===== src/rtl/cayde_core_mc.sv =====
// cayde_core_mc: multi-cycle RV32I/RV64I integer core (OP and OP-IMM).
// Each instruction is fetched over a req/ack handshake. It then steps through
// DECODE, EXEC and WB, so one instruction takes four cycles plus imem wait cycles.
// Any instruction the core does not support parks it in HALT until reset.
//
// Optional feature macro: CAYDE_BRANCH_EN
//   defined   -> conditional branches (opcode 0x63) are executed
//   undefined -> opcode 0x63 is illegal and halts the core
//
// Parameters: XLEN (32/64), PC_W (PC width, wraps), NREG (32 or 16), RESET_PC
//
// Ports:
//   clk         rising-edge clock
//   rst         asynchronous reset, active low
//   imem_req    fetch request, held until imem_ack is sampled
//   imem_addr   fetch byte address (the PC)
//   imem_ack    fetch data valid
//   imem_rdata  instruction word
//   opcode      instr[6:0] of the latched instruction
//   funct7      instr[31:25] of the latched instruction
//   funct3      instr[14:12] of the latched instruction
//   alu_output  result of the most recent EXEC
//   retire      one-cycle pulse per completed instruction
//   halted      sticky illegal-instruction flag
module cayde_core_mc #(
    parameter int              XLEN     = 32,
    parameter int              PC_W     = 9,
    parameter int              NREG     = 32,
    parameter logic [PC_W-1:0] RESET_PC = '0
) (
    input  logic            clk,
    input  logic            rst,
    output logic            imem_req,
    output logic [PC_W-1:0] imem_addr,
    input  logic            imem_ack,
    input  logic [31:0]     imem_rdata,
    output logic [6:0]      opcode,
    output logic [6:0]      funct7,
    output logic [2:0]      funct3,
    output logic [XLEN-1:0] alu_output,
    output logic            retire,
    output logic            halted
);
    localparam int         RIDX     = $clog2(NREG);
    localparam int         SHW      = $clog2(XLEN);
    localparam logic [5:0] NREG_LIM = 6'(NREG);

    typedef enum logic [2:0] {FETCH, DECODE, EXEC, WB, HALT} state_t;

    state_t            state_q, state_d;
    logic [PC_W-1:0]   pc_q, pc_d;
    logic [31:0]       instr_q, instr_d;
    logic [XLEN-1:0]   op_a_q, op_a_d;
    logic [XLEN-1:0]   op_b_q, op_b_d;
    logic [XLEN-1:0]   alu_q, alu_d;
    logic              retire_q, retire_d;
    logic              halted_q, halted_d;
    logic              req_q, req_d;
    logic [XLEN-1:0]   regs_q [NREG];
    logic [XLEN-1:0]   regs_d [NREG];

    logic [4:0]        rd, rs1, rs2;
    logic              rd_ok, rs1_ok, rs2_ok;
    logic              is_op, is_op_imm, is_branch;
    logic              legal;
    logic [6:0]        shift_f7;
    logic [XLEN-1:0]   imm_sext, rs1_val, rs2_val;
    logic [SHW-1:0]    shamt;
    logic [XLEN-1:0]   alu_result;
    logic [PC_W-1:0]   next_pc;

    assign opcode     = instr_q[6:0];
    assign funct7     = instr_q[31:25];
    assign funct3     = instr_q[14:12];
    assign alu_output = alu_q;
    assign retire     = retire_q;
    assign halted     = halted_q;
    assign imem_req   = req_q;
    assign imem_addr  = pc_q;

    assign rd  = instr_q[11:7];
    assign rs1 = instr_q[19:15];
    assign rs2 = instr_q[24:20];

    assign rd_ok  = {1'b0, rd}  < NREG_LIM;
    assign rs1_ok = {1'b0, rs1} < NREG_LIM;
    assign rs2_ok = {1'b0, rs2} < NREG_LIM;

    assign is_op     = opcode == 7'h33;
    assign is_op_imm = opcode == 7'h13;
`ifdef CAYDE_BRANCH_EN
    assign is_branch = opcode == 7'h63;
`else
    assign is_branch = 1'b0;
`endif

    assign imm_sext = {{(XLEN-12){instr_q[31]}}, instr_q[31:20]};
    assign rs1_val  = (rs1 == 5'd0) ? '0 : regs_q[rs1[RIDX-1:0]];
    assign rs2_val  = (rs2 == 5'd0) ? '0 : regs_q[rs2[RIDX-1:0]];

    // On RV64 the shift amount takes 6 bits, so bit 25 belongs to shamt
    // and only instr[31:26] carries the SRLI/SRAI selector.
    assign shift_f7 = (XLEN == 64) ? {instr_q[31:26], 1'b0} : instr_q[31:25];

    always_comb begin
        legal = 1'b0;
        if (is_op) begin
            legal = (funct7 == 7'h00 ||
                     (funct7 == 7'h20 && (funct3 == 3'b000 || funct3 == 3'b101)))
                    && rs1_ok && rs2_ok && rd_ok;
        end else if (is_op_imm) begin
            case (funct3)
                3'b001:  legal = shift_f7 == 7'h00;
                3'b101:  legal = shift_f7 == 7'h00 || shift_f7 == 7'h20;
                default: legal = 1'b1;
            endcase
            legal = legal && rs1_ok && rd_ok;
        end
`ifdef CAYDE_BRANCH_EN
        else if (is_branch) begin
            legal = funct3 != 3'b010 && funct3 != 3'b011 && rs1_ok && rs2_ok;
        end
`endif
    end

    // op_b_q already holds either rs2 or the sign-extended immediate, so the
    // R- and I-forms share the same ALU; only register SUB uses funct7[5] on 000.
    always_comb begin
        shamt      = op_b_q[SHW-1:0];
        alu_result = '0;
        case (funct3)
            3'b000:  alu_result = (is_op && funct7[5]) ? op_a_q - op_b_q : op_a_q + op_b_q;
            3'b001:  alu_result = op_a_q << shamt;
            3'b010:  alu_result = {{(XLEN-1){1'b0}}, $signed(op_a_q) < $signed(op_b_q)};
            3'b011:  alu_result = {{(XLEN-1){1'b0}}, op_a_q < op_b_q};
            3'b100:  alu_result = op_a_q ^ op_b_q;
            3'b101:  alu_result = funct7[5] ? XLEN'($signed(op_a_q) >>> shamt) : op_a_q >> shamt;
            3'b110:  alu_result = op_a_q | op_b_q;
            default: alu_result = op_a_q & op_b_q;
        endcase
`ifdef CAYDE_BRANCH_EN
        if (is_branch) begin
            case (funct3)
                3'b000:  alu_result = {{(XLEN-1){1'b0}}, op_a_q == op_b_q};
                3'b001:  alu_result = {{(XLEN-1){1'b0}}, op_a_q != op_b_q};
                3'b100:  alu_result = {{(XLEN-1){1'b0}}, $signed(op_a_q) < $signed(op_b_q)};
                3'b101:  alu_result = {{(XLEN-1){1'b0}}, $signed(op_a_q) >= $signed(op_b_q)};
                3'b110:  alu_result = {{(XLEN-1){1'b0}}, op_a_q < op_b_q};
                default: alu_result = {{(XLEN-1){1'b0}}, op_a_q >= op_b_q};
            endcase
        end
`endif
    end

`ifdef CAYDE_BRANCH_EN
    logic [12:0] b_imm;
    assign b_imm   = {instr_q[31], instr_q[7], instr_q[30:25], instr_q[11:8], 1'b0};
    // alu_q[0] carries the branch decision latched in EXEC.
    assign next_pc = (is_branch && alu_q[0]) ? pc_q + PC_W'($signed(b_imm))
                                             : pc_q + PC_W'(4);
`else
    assign next_pc = pc_q + PC_W'(4);
`endif

    // imem_req is registered: it rises one cycle after reset, and WB raises it
    // again on the way back into FETCH. This is why a zero-wait fetch costs one cycle.
    always_comb begin
        state_d  = state_q;
        pc_d     = pc_q;
        instr_d  = instr_q;
        op_a_d   = op_a_q;
        op_b_d   = op_b_q;
        alu_d    = alu_q;
        retire_d = 1'b0;
        halted_d = halted_q;
        req_d    = req_q;
        regs_d   = regs_q;
        case (state_q)
            FETCH: begin
                req_d = 1'b1;
                if (req_q && imem_ack) begin
                    instr_d = imem_rdata;
                    req_d   = 1'b0;
                    state_d = DECODE;
                end
            end
            DECODE: begin
                op_a_d = rs1_val;
                op_b_d = is_op_imm ? imm_sext : rs2_val;
                if (legal) begin
                    state_d = EXEC;
                end else begin
                    state_d  = HALT;
                    halted_d = 1'b1;
                end
            end
            EXEC: begin
                alu_d    = alu_result;
                retire_d = 1'b1;
                state_d  = WB;
            end
            WB: begin
                if (!is_branch && rd != 5'd0) begin
                    regs_d[rd[RIDX-1:0]] = alu_q;
                end
                pc_d    = next_pc;
                req_d   = 1'b1;
                state_d = FETCH;
            end
            default: begin
            end
        endcase
    end

    always_ff @(posedge clk or negedge rst) begin
        if (!rst) begin
            state_q  <= FETCH;
            pc_q     <= RESET_PC;
            instr_q  <= '0;
            op_a_q   <= '0;
            op_b_q   <= '0;
            alu_q    <= '0;
            retire_q <= 1'b0;
            halted_q <= 1'b0;
            req_q    <= 1'b0;
            regs_q   <= '{default: '0};
        end else begin
            state_q  <= state_d;
            pc_q     <= pc_d;
            instr_q  <= instr_d;
            op_a_q   <= op_a_d;
            op_b_q   <= op_b_d;
            alu_q    <= alu_d;
            retire_q <= retire_d;
            halted_q <= halted_d;
            req_q    <= req_d;
            regs_q   <= regs_d;
        end
    end

endmodule


===== config.mk =====
export PLATFORM = sky130hd
export DESIGN_NAME = cayde_core_mc
export DESIGN_NICKNAME = d
export VERILOG_FILES = /design/src/rtl/cayde_core_mc.sv
export SDC_FILE = /design/constraint.sdc
export NUM_CORES = 2
export LEC_CHECK = 0
export ABC_AREA = 0
export BUFFER_PORTS_ARGS = -buffer_cell sky130_fd_sc_hd__clkbuf_2
export CORE_MARGIN = 2
export CORE_UTILIZATION = 38
export DETAILED_ROUTE_END_ITERATION = 16
export HOLD_SLACK_MARGIN = 0.12
export PLACE_DENSITY = 0.59
export SLEW_MARGIN = 10
export SYNTH_ARGS = -nofsm -noshare
export SYNTH_HDL_FRONTEND = slang
export SYNTH_SLANG_ARGS = --single-unit

===== constraint.sdc =====
create_clock -name clk -period 5.2 [get_ports clk]
set_input_delay 0.26 -clock clk [delete_from_list [all_inputs] [get_ports clk]]
set_output_delay 0.26 -clock clk [all_outputs]
set_load 0.01 [all_outputs]

==> flow_metrics.env <==
export IMPL_outcome="finished, final reports clean"
export IMPL_drc=0
export IMPL_ys_ff_latch=1165
export IMPL_gp_congestion=0.991
export IMPL_chipHeight_um=427
export IMPL_grt_overflow_total=0
export IMPL_peakVddDrop_mv=0.403
export IMPL_synth_area_per_cell_sq_um=12.6
export IMPL_cts_resized=0
export IMPL_core_area_sq_mm=0.178
export IMPL_internal_power_mw=20.2
export IMPL_final_fill_count=16300
export IMPL_switching_share_pct=43.0
export IMPL_power_density_mw_per_mm2=466
export IMPL_relSlewSlack_pct=13.3
export IMPL_yosysWarnings=0
export IMPL_hold_class="in2reg"
export IMPL_vias_per_cell=6.30
export IMPL_track_usage_pct=26.0
export IMPL_num_io_pins=96
export IMPL_syn_inst=5409
export IMPL_whs_ns=0.253
export IMPL_maxCapViolations=0
export IMPL_leakage_nw=34.0
export IMPL_drive_gt1_share_pct=39.5
export IMPL_netlist_cell_type_count=87
export IMPL_setup_tns_ns=0
export IMPL_layout_nets=5408
export IMPL_crit_type="reg2reg"
export IMPL_routedWlPerCell_um=30.8
export IMPL_start_util_pct=38.2
export IMPL_via_count=48700
export IMPL_endpoint_kind="register"
export IMPL_synth_top_flop_cell="dfrtp_1"
export IMPL_syn_to_final_growth_pct=11.5
export IMPL_postCtsHoldBufs=43
export IMPL_p_sw_mw=15.2
export IMPL_clk_pin_slew_ns=0.07
export IMPL_synth_edff_count=0
export IMPL_r2r_end="alu_output[31]"
export IMPL_postCtsSetupRepairBufs=0
export IMPL_cp_max_fo=8
export IMPL_clkPwrFrac_pct=27.1
export IMPL_drt_iter0_drc=4972
export IMPL_wl_mm=238
export IMPL_h_tree_depth=4
export IMPL_grt_max_degree=149
export IMPL_port_buffers=93
export IMPL_slew_viol_final=0
export IMPL_skew_ns=0.0295
export IMPL_fin_crit_ns=3.95
export IMPL_combPwrFrac_pct=41.6
export IMPL_ys_async_sr_fraction_pct=100
export IMPL_numCtsBuffers=135
export IMPL_cts_sinks=1165
export IMPL_ff2ff_setup_slack_ns=1.25
export IMPL_crit_path_start_kind="register"
export IMPL_grt_pass1_vias=49000
export IMPL_die_area_sq_mm=0.183
export IMPL_rows=155
export IMPL_seq_power_share_pct=31.3
export IMPL_required_ns=5.84
export IMPL_antenna_found_initial=14
export IMPL_hpwl_mm=149
export IMPL_r2r_start="op_a_q[4]"
export IMPL_setup_viol=0
export IMPL_ys_seq_area_share_pct=42.8
export IMPL_clockBufferDepth=3
export IMPL_worstPathArrival_ns=4.58
export IMPL_ff2ff_path_depth=12
export IMPL_achievable_frequency_ghz=0.253
export IMPL_startpoint="op_a_q[4]"
export IMPL_die_w_um=427
export IMPL_syn_cell_area_sq_mm=0.0681
export IMPL_fin_crit_sh_pct=75.9
export IMPL_worstSetupEndpoint="alu_output[31]"
export IMPL_cts_root_buf="clkbuf_16"
export IMPL_grt_pass1_wl_mm=349
export IMPL_cts_tree="yes"
export IMPL_dr_pass1_iters=6
export IMPL_tightest_slew_ns=1.30
export IMPL_final_hold_violation_count=0
export IMPL_rsz0062_at_grt="false"
export IMPL_drt_antenna_violating_nets=0
export IMPL_clk_latency_ns=0.79
layout make-up:
type	count	area, sq um	area share [%]
antenna	3	7.51	0.00989
inverter	101	379	0.499
timing repair buffer	301	2450	3.23
tap	2355	2950	3.88
clock buffer	200	3990	5.25
multi-input combinational	3569	36500	48.1
clock inverter	39	432	0.569
sequential	1165	29200	38.5
state kept, by name (all words and copies together), names as in the netlist, 3 cells and up:
signal	count
op_a_q	32
imem_addr	7
instr_q	32
op_b_q	32
state_q	3
regs_q	1024
alu_output	32
routing by layer:
layer | track usage, % | wire (um) | part of all wire [%]
met1 | 36.4 | 102000 | 43
met2 | 39.8 | 108000 | 45
met3 | 5.49 | 18900 | 7.9
met4 | 9.67 | 9200 | 3.9
met5 | 0 | 54 | 0.023
worst max-delay path, stage by stage (launching register included):
cell and delay, ns:
dfrtp_1 0.51, inv_1 0.13, ha_1 0.43, a21oi_1 0.39
o2111ai_1 0.30, nand4_1 0.29, a21oi_1 0.14, o31ai_1 0.72
o22a_1 0.30, o21ai_0 0.10, a21boi_1 0.21, mux2i_1 0.20
o21ai_1 0.08
through the flow:
stage / cell area [sq um] / utilization, % / instances / worst slack [ns] / power, mW
6_report: 75900 / 42.6 / 7733 / 1.25 / 35.4
4_1_cts: 75900 / 42.6 / 7730 / 1.31 / 35.3
3_3_place_gp: 71100 / 39.9 / 7448 / 1.35 / 25.6
5_1_grt: 75900 / 42.6 / 7730 / 1.10 / 36.8
3_5_place_dp: 71100 / 39.9 / 7448 / 1.33 / 25.6
2_1_floorplan: 68100 / - / 5410 / 1.69 / 19.8
synthesized netlist by cell type, types with 82 or more instances:
| master | n | area, sq um |
|---|---|---|
| nand2_1 | 143 | 537 |
| buf_2 | 102 | 510 |
| mux2i_1 | 278 | 2780 |
| mux2_2 | 1097 | 12400 |
| nor2_1 | 232 | 871 |
| dfrtp_1 | 1165 | 29200 |
| o221ai_1 | 82 | 718 |
| mux4_2 | 470 | 10600 |
| o21ai_0 | 193 | 966 |
| a21oi_1 | 345 | 1730 |
| inv_1 | 95 | 357 |
| o22ai_1 | 118 | 738 |
| clkbuf_1 | 364 | 1370 |
| ha_1 | 98 | 1230 |
| buf_1 | 83 | 312 |
cells by family (layout without fill, tap and decap cells):
| family | Yosys count | after routing | share of synthesized area [%] |
|---|---|---|---|
| adder cells (fa/ha/maj) | 100 | 100 | 1.86 |
| buffers and inverters | 676 | 641 | 4.06 |
| other | 1 | 5 | 0.00551 |
| AND/OR/NAND/NOR | 584 | 584 | 3.87 |
| flip-flops | 1165 | 1165 | 42.8 |
| AO/OA/AOI/OAI | 1005 | 1005 | 9.22 |
| XOR/XNOR | 33 | 33 | 0.424 |
| multiplexers | 1845 | 1845 | 37.8 |
power groups by stage:
stage                     logic [mW]  registers (mW)  clock network (mW)
after floorplan                 9.86            9.98                   0
after global placement          14.4            11.2                   0
after detailed placement        14.4            11.2                   0
after CTS                       14.5            11.0                9.76
after global routing            15.5            11.1                10.1
final                           14.7            11.1                9.60
cells in the final DEF, fill, tap and decap left out, types with 26 or more instances in the layout:
cell / n
dfrtp_1: 1148
mux2_2: 1097
mux4_2: 470
a21oi_1: 344
mux2i_1: 278
nor2_1: 218
o21ai_0: 193
buf_4: 141
clkbuf_16: 138
nand2_1: 129
o22ai_1: 117
ha_1: 98
inv_1: 94
clkbuf_2: 92
o221ai_1: 82
nor3_1: 70
dlygate4sd3_1: 43
nand2b_1: 39
clkbuf_1: 32
o211ai_1: 31
o21a_1: 30
clkbuf_8: 30
nand3_1: 29
xnor2_1: 28
a211oi_1: 26
worst min path at each step:
stage,startpoint,end,slack [ns],depth (start not counted)
after floorplan,rst,alu_output[0],-0.04,0
final,imem_rdata[7],instr_q[7],0.25,3
after global placement,rst,regs_q[647],0.34,1
after detailed placement,rst,regs_q[711],0.33,1
after global routing,imem_rdata[2],instr_q[2],0.22,3
after CTS,imem_rdata[7],instr_q[7],0.20,3
Power figures use the tool's default switching activity.
